### src/rtl/alu_sequencial.sv
// rtl/alu_sequencial.sv - multi-cycle ALU feeding the accumulator write port
module alu_sequencial #(
  parameter int DATA_WIDTH = 11
) (
  input  logic                  clock,
  input  logic                  reset_n,
  input  logic                  alu_start,
  input  logic [3:0]            alu_op,
  input  logic [DATA_WIDTH-1:0] alu_a,
  input  logic [DATA_WIDTH-1:0] alu_b,
  output logic [DATA_WIDTH-1:0] alu_result,
  output logic                  alu_done,
  output logic                  alu_busy,
  output logic                  alu_zero,
  output logic                  alu_neg,
  output logic                  alu_carry,
  output logic                  alu_ovf,
  output logic                  alu_illegal
);

  localparam int W  = DATA_WIDTH;
  localparam int CW = $clog2(W + 1);

  typedef enum logic [2:0] {S_IDLE, S_EXEC, S_SHIFT, S_MUL, S_DONE} state_t;

  state_t           state_q, state_d;
  logic [3:0]       op_q, op_d;
  logic [W-1:0]     a_q, a_d;
  logic [W-1:0]     b_q, b_d;
  logic [CW-1:0]    cnt_q, cnt_d;
  logic [2*W-1:0]   prod_q, prod_d;
  logic [2*W-1:0]   mcand_q, mcand_d;
  logic             sh_carry_q, sh_carry_d;
  logic [W-1:0]     result_q, result_d;
  logic             done_q, done_d;
  logic             zero_q, zero_d;
  logic             neg_q, neg_d;
  logic             carry_q, carry_d;
  logic             ovf_q, ovf_d;
  logic             illegal_q, illegal_d;

  logic             load;
  logic [W-1:0]     res_v;
  logic             carry_v, ovf_v, ill_v;
  logic [W:0]       ext;
  logic [CW-1:0]    amt_sat;

  always_comb begin
    state_d    = state_q;
    op_d       = op_q;
    a_d        = a_q;
    b_d        = b_q;
    cnt_d      = cnt_q;
    prod_d     = prod_q;
    mcand_d    = mcand_q;
    sh_carry_d = sh_carry_q;
    result_d   = result_q;
    zero_d     = zero_q;
    neg_d      = neg_q;
    carry_d    = carry_q;
    ovf_d      = ovf_q;
    done_d     = 1'b0;
    illegal_d  = 1'b0;
    load       = 1'b0;
    res_v      = '0;
    carry_v    = 1'b0;
    ovf_v      = 1'b0;
    ill_v      = 1'b0;
    ext        = '0;
    amt_sat    = (int'(alu_b[3:0]) > W) ? CW'(W) : CW'(alu_b[3:0]);

    case (state_q)
      S_IDLE, S_DONE: begin
        state_d = S_IDLE;
        if (alu_start) begin
          op_d       = alu_op;
          a_d        = alu_a;
          b_d        = alu_b;
          sh_carry_d = 1'b0;
          prod_d     = '0;
          mcand_d    = {{W{1'b0}}, alu_a};
          cnt_d      = '0;
          if (alu_op == 4'h7 || alu_op == 4'h8 || alu_op == 4'h9) begin
            cnt_d   = amt_sat;
            state_d = S_SHIFT;
          end else if (alu_op == 4'hA) begin
            cnt_d   = CW'(W);
            state_d = S_MUL;
          end else begin
            state_d = S_EXEC;
          end
        end
      end
      S_EXEC: begin
        load = 1'b1;
        case (op_q)
          4'h0: begin
            ext     = {1'b0, a_q} + {1'b0, b_q};
            res_v   = ext[W-1:0];
            carry_v = ext[W];
            ovf_v   = (a_q[W-1] == b_q[W-1]) && (res_v[W-1] != a_q[W-1]);
          end
          4'h1: begin
            // Top bit of the widened difference is the unsigned borrow.
            ext     = {1'b0, a_q} - {1'b0, b_q};
            res_v   = ext[W-1:0];
            carry_v = ext[W];
            ovf_v   = (a_q[W-1] != b_q[W-1]) && (res_v[W-1] != a_q[W-1]);
          end
          4'h2: res_v = a_q & b_q;
          4'h3: res_v = a_q | b_q;
          4'h4: res_v = a_q ^ b_q;
          4'h5: res_v = ~a_q;
          4'h6: res_v = b_q;
          default: begin
            res_v = a_q;
            ill_v = 1'b1;
          end
        endcase
      end
      S_SHIFT: begin
        if (cnt_q == '0) begin
          load    = 1'b1;
          res_v   = a_q;
          carry_v = sh_carry_q;
        end else begin
          cnt_d = cnt_q - CW'(1);
          case (op_q)
            4'h7: begin
              sh_carry_d = a_q[W-1];
              a_d        = {a_q[W-2:0], 1'b0};
            end
            4'h8: begin
              sh_carry_d = a_q[0];
              a_d        = {1'b0, a_q[W-1:1]};
            end
            default: begin
              sh_carry_d = a_q[0];
              a_d        = {a_q[W-1], a_q[W-1:1]};
            end
          endcase
        end
      end
      S_MUL: begin
        if (cnt_q == '0) begin
          load  = 1'b1;
          res_v = prod_q[W-1:0];
          ovf_v = |prod_q[2*W-1:W];
        end else begin
          if (b_q[0]) prod_d = prod_q + mcand_q;
          mcand_d = mcand_q << 1;
          b_d     = b_q >> 1;
          cnt_d   = cnt_q - CW'(1);
        end
      end
      default: state_d = S_IDLE;
    endcase

    if (load) begin
      state_d   = S_DONE;
      result_d  = res_v;
      zero_d    = (res_v == '0);
      neg_d     = res_v[W-1];
      carry_d   = carry_v;
      ovf_d     = ovf_v;
      illegal_d = ill_v;
      done_d    = 1'b1;
    end
  end

  always_ff @(posedge clock or negedge reset_n) begin
    if (!reset_n) begin
      state_q    <= S_IDLE;
      op_q       <= '0;
      a_q        <= '0;
      b_q        <= '0;
      cnt_q      <= '0;
      prod_q     <= '0;
      mcand_q    <= '0;
      sh_carry_q <= 1'b0;
      result_q   <= '0;
      done_q     <= 1'b0;
      zero_q     <= 1'b0;
      neg_q      <= 1'b0;
      carry_q    <= 1'b0;
      ovf_q      <= 1'b0;
      illegal_q  <= 1'b0;
    end else begin
      state_q    <= state_d;
      op_q       <= op_d;
      a_q        <= a_d;
      b_q        <= b_d;
      cnt_q      <= cnt_d;
      prod_q     <= prod_d;
      mcand_q    <= mcand_d;
      sh_carry_q <= sh_carry_d;
      result_q   <= result_d;
      done_q     <= done_d;
      zero_q     <= zero_d;
      neg_q      <= neg_d;
      carry_q    <= carry_d;
      ovf_q      <= ovf_d;
      illegal_q  <= illegal_d;
    end
  end

  assign alu_result  = result_q;
  assign alu_done    = done_q;
  assign alu_busy    = (state_q == S_EXEC) || (state_q == S_SHIFT) || (state_q == S_MUL);
  assign alu_zero    = zero_q;
  assign alu_neg     = neg_q;
  assign alu_carry   = carry_q;
  assign alu_ovf     = ovf_q;
  assign alu_illegal = illegal_q;

endmodule
### config.mk
export PLATFORM = sky130hd
export DESIGN_NAME = alu_sequencial
export DESIGN_NICKNAME = d
export VERILOG_FILES = /design/src/rtl/alu_sequencial.sv
export SDC_FILE = /design/constraint.sdc
export NUM_CORES = 1
export LEC_CHECK = 0
export CAP_MARGIN = 20
export CORE_MARGIN = 2
export CORE_UTILIZATION = 61
export CTS_CLUSTER_SIZE = 28
export DETAILED_ROUTE_END_ITERATION = 12
export PLACE_DENSITY = 0.82
export SYNTH_ARGS = -nofsm -noshare
export SYNTH_HDL_FRONTEND = slang
export SYNTH_SLANG_ARGS = --single-unit
### constraint.sdc
create_clock -name clock -period 4.3 [get_ports clock]
set_clock_uncertainty 0.2 [all_clocks]
set_input_delay 1.075 -clock clock [delete_from_list [all_inputs] [get_ports clock]]
set_output_delay 1.075 -clock clock [all_outputs]
set_load 0.02 [all_outputs]
# Word level (Yosys, flattened, before mapping)
# Index checks and enable logic that the tools add are counted.
op_classes:
  n_addsub: 4
  n_lt_le_gt_ge: 1
  n_eq_ne: 27
  mux: 45
  n_bitwise: 4
  reduce_logical: 24
op_table:
  columns: ["operator", "n"]
  rows:
  - ["$mux W22", 5]
  - ["$pmux W22 S2", 2]
  - ["$pmux W11 S7", 1]
  - ["$mux W11", 6]
  - ["$pmux W11 S2", 3]
  - ["$pmux W11 S3", 1]
  - ["$add A22 B22 Y22", 1]
  - ["$eq A4 B3 Y1 const B", 5]
  - ["$mux W4", 5]
  - ["$eq A4 B4 Y1 const B", 4]
  - ["$add A11 B11 Y12", 1]
  - ["$pmux W1 S2", 6]
  - ["$sub A11 B11 Y12", 1]
  - ["$and A11 B11 Y11", 1]
  - ["$logic_not A11 Y1", 1]
  - ["$not A11 Y11", 1]
  - ["$or A11 B11 Y11", 1]
  - ["$reduce_or A11 Y1", 1]
  - ["$xor A11 B11 Y11", 1]
  - ["$mux W1", 10]
  - ["$ne A2 B2 Y1 const B", 5]
  - ["$reduce_and A3 Y1", 3]
  - ["$eq A4 B2 Y1 const B", 2]
  - ["$logic_not A4 Y1", 2]
  - ["23 further kinds", 36]
word_totals:
  register_bits: 95
  in_bits: 29
  out_inout_bits: 18
  wordCells: 121

# Longest topological paths before layout
depth:
  word_depth: 7
  ltp_mapped: 13
  mapped_depth_nobuf: 13

# Worst setup path before layout
# Ideal clock, no wire load.
synth_path:
  kind: "flip-flop to flip-flop"
  startpoint: "reg prod_q[0]"
  endpoint: "reg prod_q[20]"
  setup_time_ns: 0.133
  arrival_ns: 2.711
  required_time_ns: 3.967
  setup_slack_ns: 1.256
  stages_incl_launch_ff: 12
  period_less_slack_ns: 3.044
  path_cell_list: "dfrtp_1 -> ha_1 -> fa_1 -> a21o_1 -> a21oi_1 -> o21ai_0 -> a2111oi_2 -> o31ai_1 -> a31o_2 -> a31o_2 -> xnor2_1 -> o21ai_0"
synth_via:
  elab_chain_len: 4
synth_lines:
  columns: ["element", "line", "text"]
  rows:
  - ["start, declared", "31", "logic [2*W-1:0] prod_q, prod_d;"]
  - ["start signal, assigned", "194", "prod_q <= prod_d;"]
  - ["$add A22 B22 Y22", "150", "if (b_q[0]) prod_d = prod_q + mcand_q;"]
  - ["$mux W22", "150", null]
  - ["$mux W22", "145", "if (cnt_q == '0) begin"]
  - ["$pmux W22 S2", "72", "case (state_q)"]
# Every way passes these cells. The select of a mux whose other input is x is not followed.
# A chain may end at the register's enable or synchronous reset.

# Final worst setup path
layout_path:
  startpoint: "reg a_q[0]"
  endpoint: "reg zero_q (netlist: alu_zero)"
layout_via:
  elab_chain_len: 4
layout_lines:
  columns: ["element", "line", "text"]
  rows:
  - ["start, declared", "28", "logic [W-1:0] a_q, a_d;"]
  - ["start signal, assigned", "175", "a_q <= '0;"]
  - ["start signal, assigned", "191", "a_q <= a_d;"]
  - ["$sub A11 B11 Y12 (tied with other cells)", "105", "ext = {1'b0, a_q} - {1'b0, b_q};"]
  - ["$pmux W11 S7", "96", "case (op_q)"]
  - ["$pmux W11 S3 (*)", "72", null]
  - ["$logic_not A11 Y1 (*)", "162", "zero_d = (res_v == '0);"]
  - ["end signal, assigned", "199", "zero_q <= zero_d;"]
  - ["end, declared", "36", "logic zero_q, zero_d;"]
# Mark *: on every way between the ends. The rest lies on a longest branch, timed or not.

==> impl_summary.log <==
INFO  metric cts-hold-fix-buffers = 0
INFO  metric rsz0062_at_grt = false
INFO  metric nFillCells = 893
INFO  metric synth_top_cells_by_count = 150 x nand2_1, 94 x dfrtp_1, 93 x o21ai_0
INFO  metric area_growth_syn_to_layout = 12.42%
INFO  metric crit_fanout = 5
INFO  metric die_width = 112.6 um
INFO  metric ys_types = 76
INFO  metric library_cell_with_the_highest_instance_count_after_synthesis = nand2_1
INFO  metric first_global_vias = 6952
INFO  metric final_setup_margin = 751.3 ps
INFO  metric fin_crit = 3549 ps
INFO  metric post-layout-total-power = 7.030 mW
INFO  metric finalMaxSlewViolations = 0
INFO  metric ff_latch_area = 2352 um^2
INFO  metric synth-adder-area-share = 10.75%
INFO  metric fin_tns_setup = 0 ps
INFO  metric design_area_final = 8089 um^2
INFO  metric placement.cell_area = 7789 um^2
INFO  metric gp_congestion = 1.076
INFO  metric power.density_cell_area = 869.0 nW/um^2
INFO  metric maxSlewHeadroom = 47.83%
INFO  metric timing.final.crit_share = 82.53%
INFO  metric post_cts_buffers = 0
INFO  metric max-cap-violations = 0
INFO  metric numCtsBuffers = 9
INFO  metric critPathKind = reg -> reg
INFO  metric all_layer_global_routing_usage = 36.89%
INFO  metric final_hold_violating_endpoints = 0
INFO  metric arr_time_crit_path = 3610 ps
INFO  metric core_region_area = 11470 um^2
INFO  metric die-area = 12680 um^2
INFO  metric yosys_warnings = 0
INFO  metric antenna_found_initial = 0
INFO  metric synthesis.area = 7196 um^2
INFO  metric synth_cells = 907
INFO  metric synth_compound_gate_area_share = 26.26%
INFO  metric synth-seq-area-share = 32.69%
INFO  metric async_reset_ff_share = 100.0%
INFO  metric min_path_type = reg -> reg
INFO  metric 1st_pass_router_iterations = 7
INFO  metric num_io_pins = 47
INFO  metric synth_top_family_by_area = compound AO/OA/AOI/OAI gates
INFO  metric grt_pass1_wl = 36980 um
INFO  metric cp.required = 4360 ps
INFO  metric status = finished, final reports clean
INFO  metric chipHeight = 112.6 um
INFO  metric synth_top_area_share = 32.69%
INFO  metric place.detailed.hpwl = 16800 um
INFO  metric htree_levels = 3
INFO  metric ys_dominant_reg_cell = dfrtp_1
INFO  metric final_net_count = 1026
INFO  metric synth_edf_count = 0
INFO  metric power.leakage = 3.609 nW
INFO  metric port_buffers = 46
INFO  metric n_antenna_cell = 0
INFO  metric clk-insertion-delay-late = 360 ps
INFO  metric grt-ovfl-total = 0
INFO  metric report.final.setup_viol = 0
INFO  metric achievable-frequency = 281.8 MHz
INFO  metric ys_ff_latch = 94
INFO  metric drt_iter0_drc = 931
INFO  metric drcViolationCount = 0
INFO  metric yosys-top-cells-area = dfrtp_1 33%, ha_1 9.9%, nand2_1 7.8%
INFO  metric worstSetupEndpointType = register
INFO  metric clkSlewWorstSetupHoldPaths = 70 ps
INFO  metric routed_wl = 22860 um
INFO  metric multiInputGateArea = 4477 um^2
INFO  metric cts_sinks = 94
INFO  metric floorplan.initialDensity = 62.75%
INFO  metric tritoncts_clock_tree = built
INFO  metric worst-slew-pin-transition = 780.6 ps
INFO  metric detailroute.via_count = 7259
INFO  metric clk_path_buf_depth = 2
INFO  metric antenna_left = 0
INFO  metric synth-simple-area-share = 21.11%
INFO  metric synthesis.area_per_instance = 7.933 um^2
INFO  metric max-vdd-ir-drop = 0.6278 mV
INFO  metric timing.critical_path.from_type = register
INFO  metric xor_and_xnor_fraction_of_the_mapped_netlist_area = 2.556%
INFO  metric final_core_area_utilization = 70.54%
INFO  metric avgRoutedWirePerCell = 21.11 um
INFO  metric synth.area.mux_share = 1.495%
INFO  metric cts_resized = 0
INFO  metric synth_area_leader = dfrtp_1
INFO  metric post_route_cells_drive_above_1_share = 6.170%
INFO  metric floorplan.rows = 39
INFO  metric cts_root_buf = clkbuf_16
INFO  metric largest_net_degree_at_the_start_of_global_routing = 49
INFO  metric post-place-ws = 842.2 ps
INFO  metric post_drt_via_cell_ratio = 6.703
INFO  metric mappedNetlistNets = 996
==> worst max-delay path: stages (launching register included) <==
cell,delay (ps)
dfrtp_1,430
inv_1,140
ha_1,180
inv_1,50
fa_1,420
nor2b_1,160
o21ai_1,200
o21ai_0,160
o32ai_2,410
o211ai_1,130
a22o_1,200
a222oi_1,390
nand4b_1,150
o31ai_1,220
==> metal layers <==
layer  track usage, %  routed length [um]  vias up
li1                 -                   -     3307
met1            49.51                9408     3468
met2            59.64               10500      406
met3            6.857                2124       78
met4            14.15                 822        0
met5                0                   0        -
==> sequential cells by signal, summed over array words and instances, names as in the netlist <==
signal and count:
state_q 3, sh_carry_q 1, alu_ovf 1, cnt_q 4, alu_result 11, mcand_q 22
op_q 4, b_q 11, alu_illegal 1, alu_done 1, a_q 11, prod_q 22
alu_zero 1, alu_carry 1
==> layout make-up <==
type,count,area share [%]
clock inverters,5,0.7425
repair buffers,67,7.703
flip-flops and latches,94,29.08
clock buffers,9,2.784
inverters,46,2.135
multi-input cells,719,55.34
well taps,143,2.212
==> cell usage in the layout, fill, tap and decap left out, types with 15 or more instances in the layout <==
cell type,synthesis,routed
a21o_1,15,15
a21oi_1,63,63
a31oi_1,31,31
buf_4,2,21
clkdlybuf4s50_1,0,45
dfrtp_1,94,94
ha_1,57,57
inv_1,45,45
nand2_1,150,150
nand3_1,15,15
nor2_1,78,78
nor3_1,15,15
o21ai_0,93,93
==> path summary, 6_finish.rpt <==
check	startpoint	end	slack, ps	depth (start not counted)
max in group asynchronous	reset_n	alu_carry$_DFFE_PN0P_	2520	2
min in group asynchronous	reset_n	mcand_q[6]$_DFFE_PN0P_	550	1
setup reg to reg	a_q[0]$_DFFE_PN0P_	alu_zero$_DFFE_PN0P_	750	13
setup / recovery	a_q[0]$_DFFE_PN0P_	alu_zero$_DFFE_PN0P_	750	13
hold reg to reg	alu_result[9]$_DFFE_PN0P_	alu_result[9]$_DFFE_PN0P_	300	1
hold / removal	alu_result[9]$_DFFE_PN0P_	alu_result[9]$_DFFE_PN0P_	300	1
==> power by group <==
| group | internal (mW) | switching (mW) | total (mW) |
|---|---|---|---|
| Clock | 0.447 | 0.367 | 0.814 |
| Combinational | 1.71 | 2.71 | 4.42 |
| Sequential | 1.24 | 0.557 | 1.80 |
| Total | 3.40 | 3.63 | 7.03 |
==> stage by stage <==
step / instances / hold slack [ps]
after global routing: 1083 / 305.2
after detailed placement: 1068 / 281.0
final: 1083 / 296.9
after global placement: 1068 / 263.2
after CTS: 1082 / 296.2
after floorplan: 907 / 249.4
==> cells by family after synthesis <==
kind of cell,Yosys count
buffers and inverters,94
and+or+nand+nor,332
muxes,8
AOI/OAI and AO/OA,298
xor gates and xnor gates,21
DFF,94
adders and majority gates,60
Note: power is estimated with default switching activity, not from simulation.
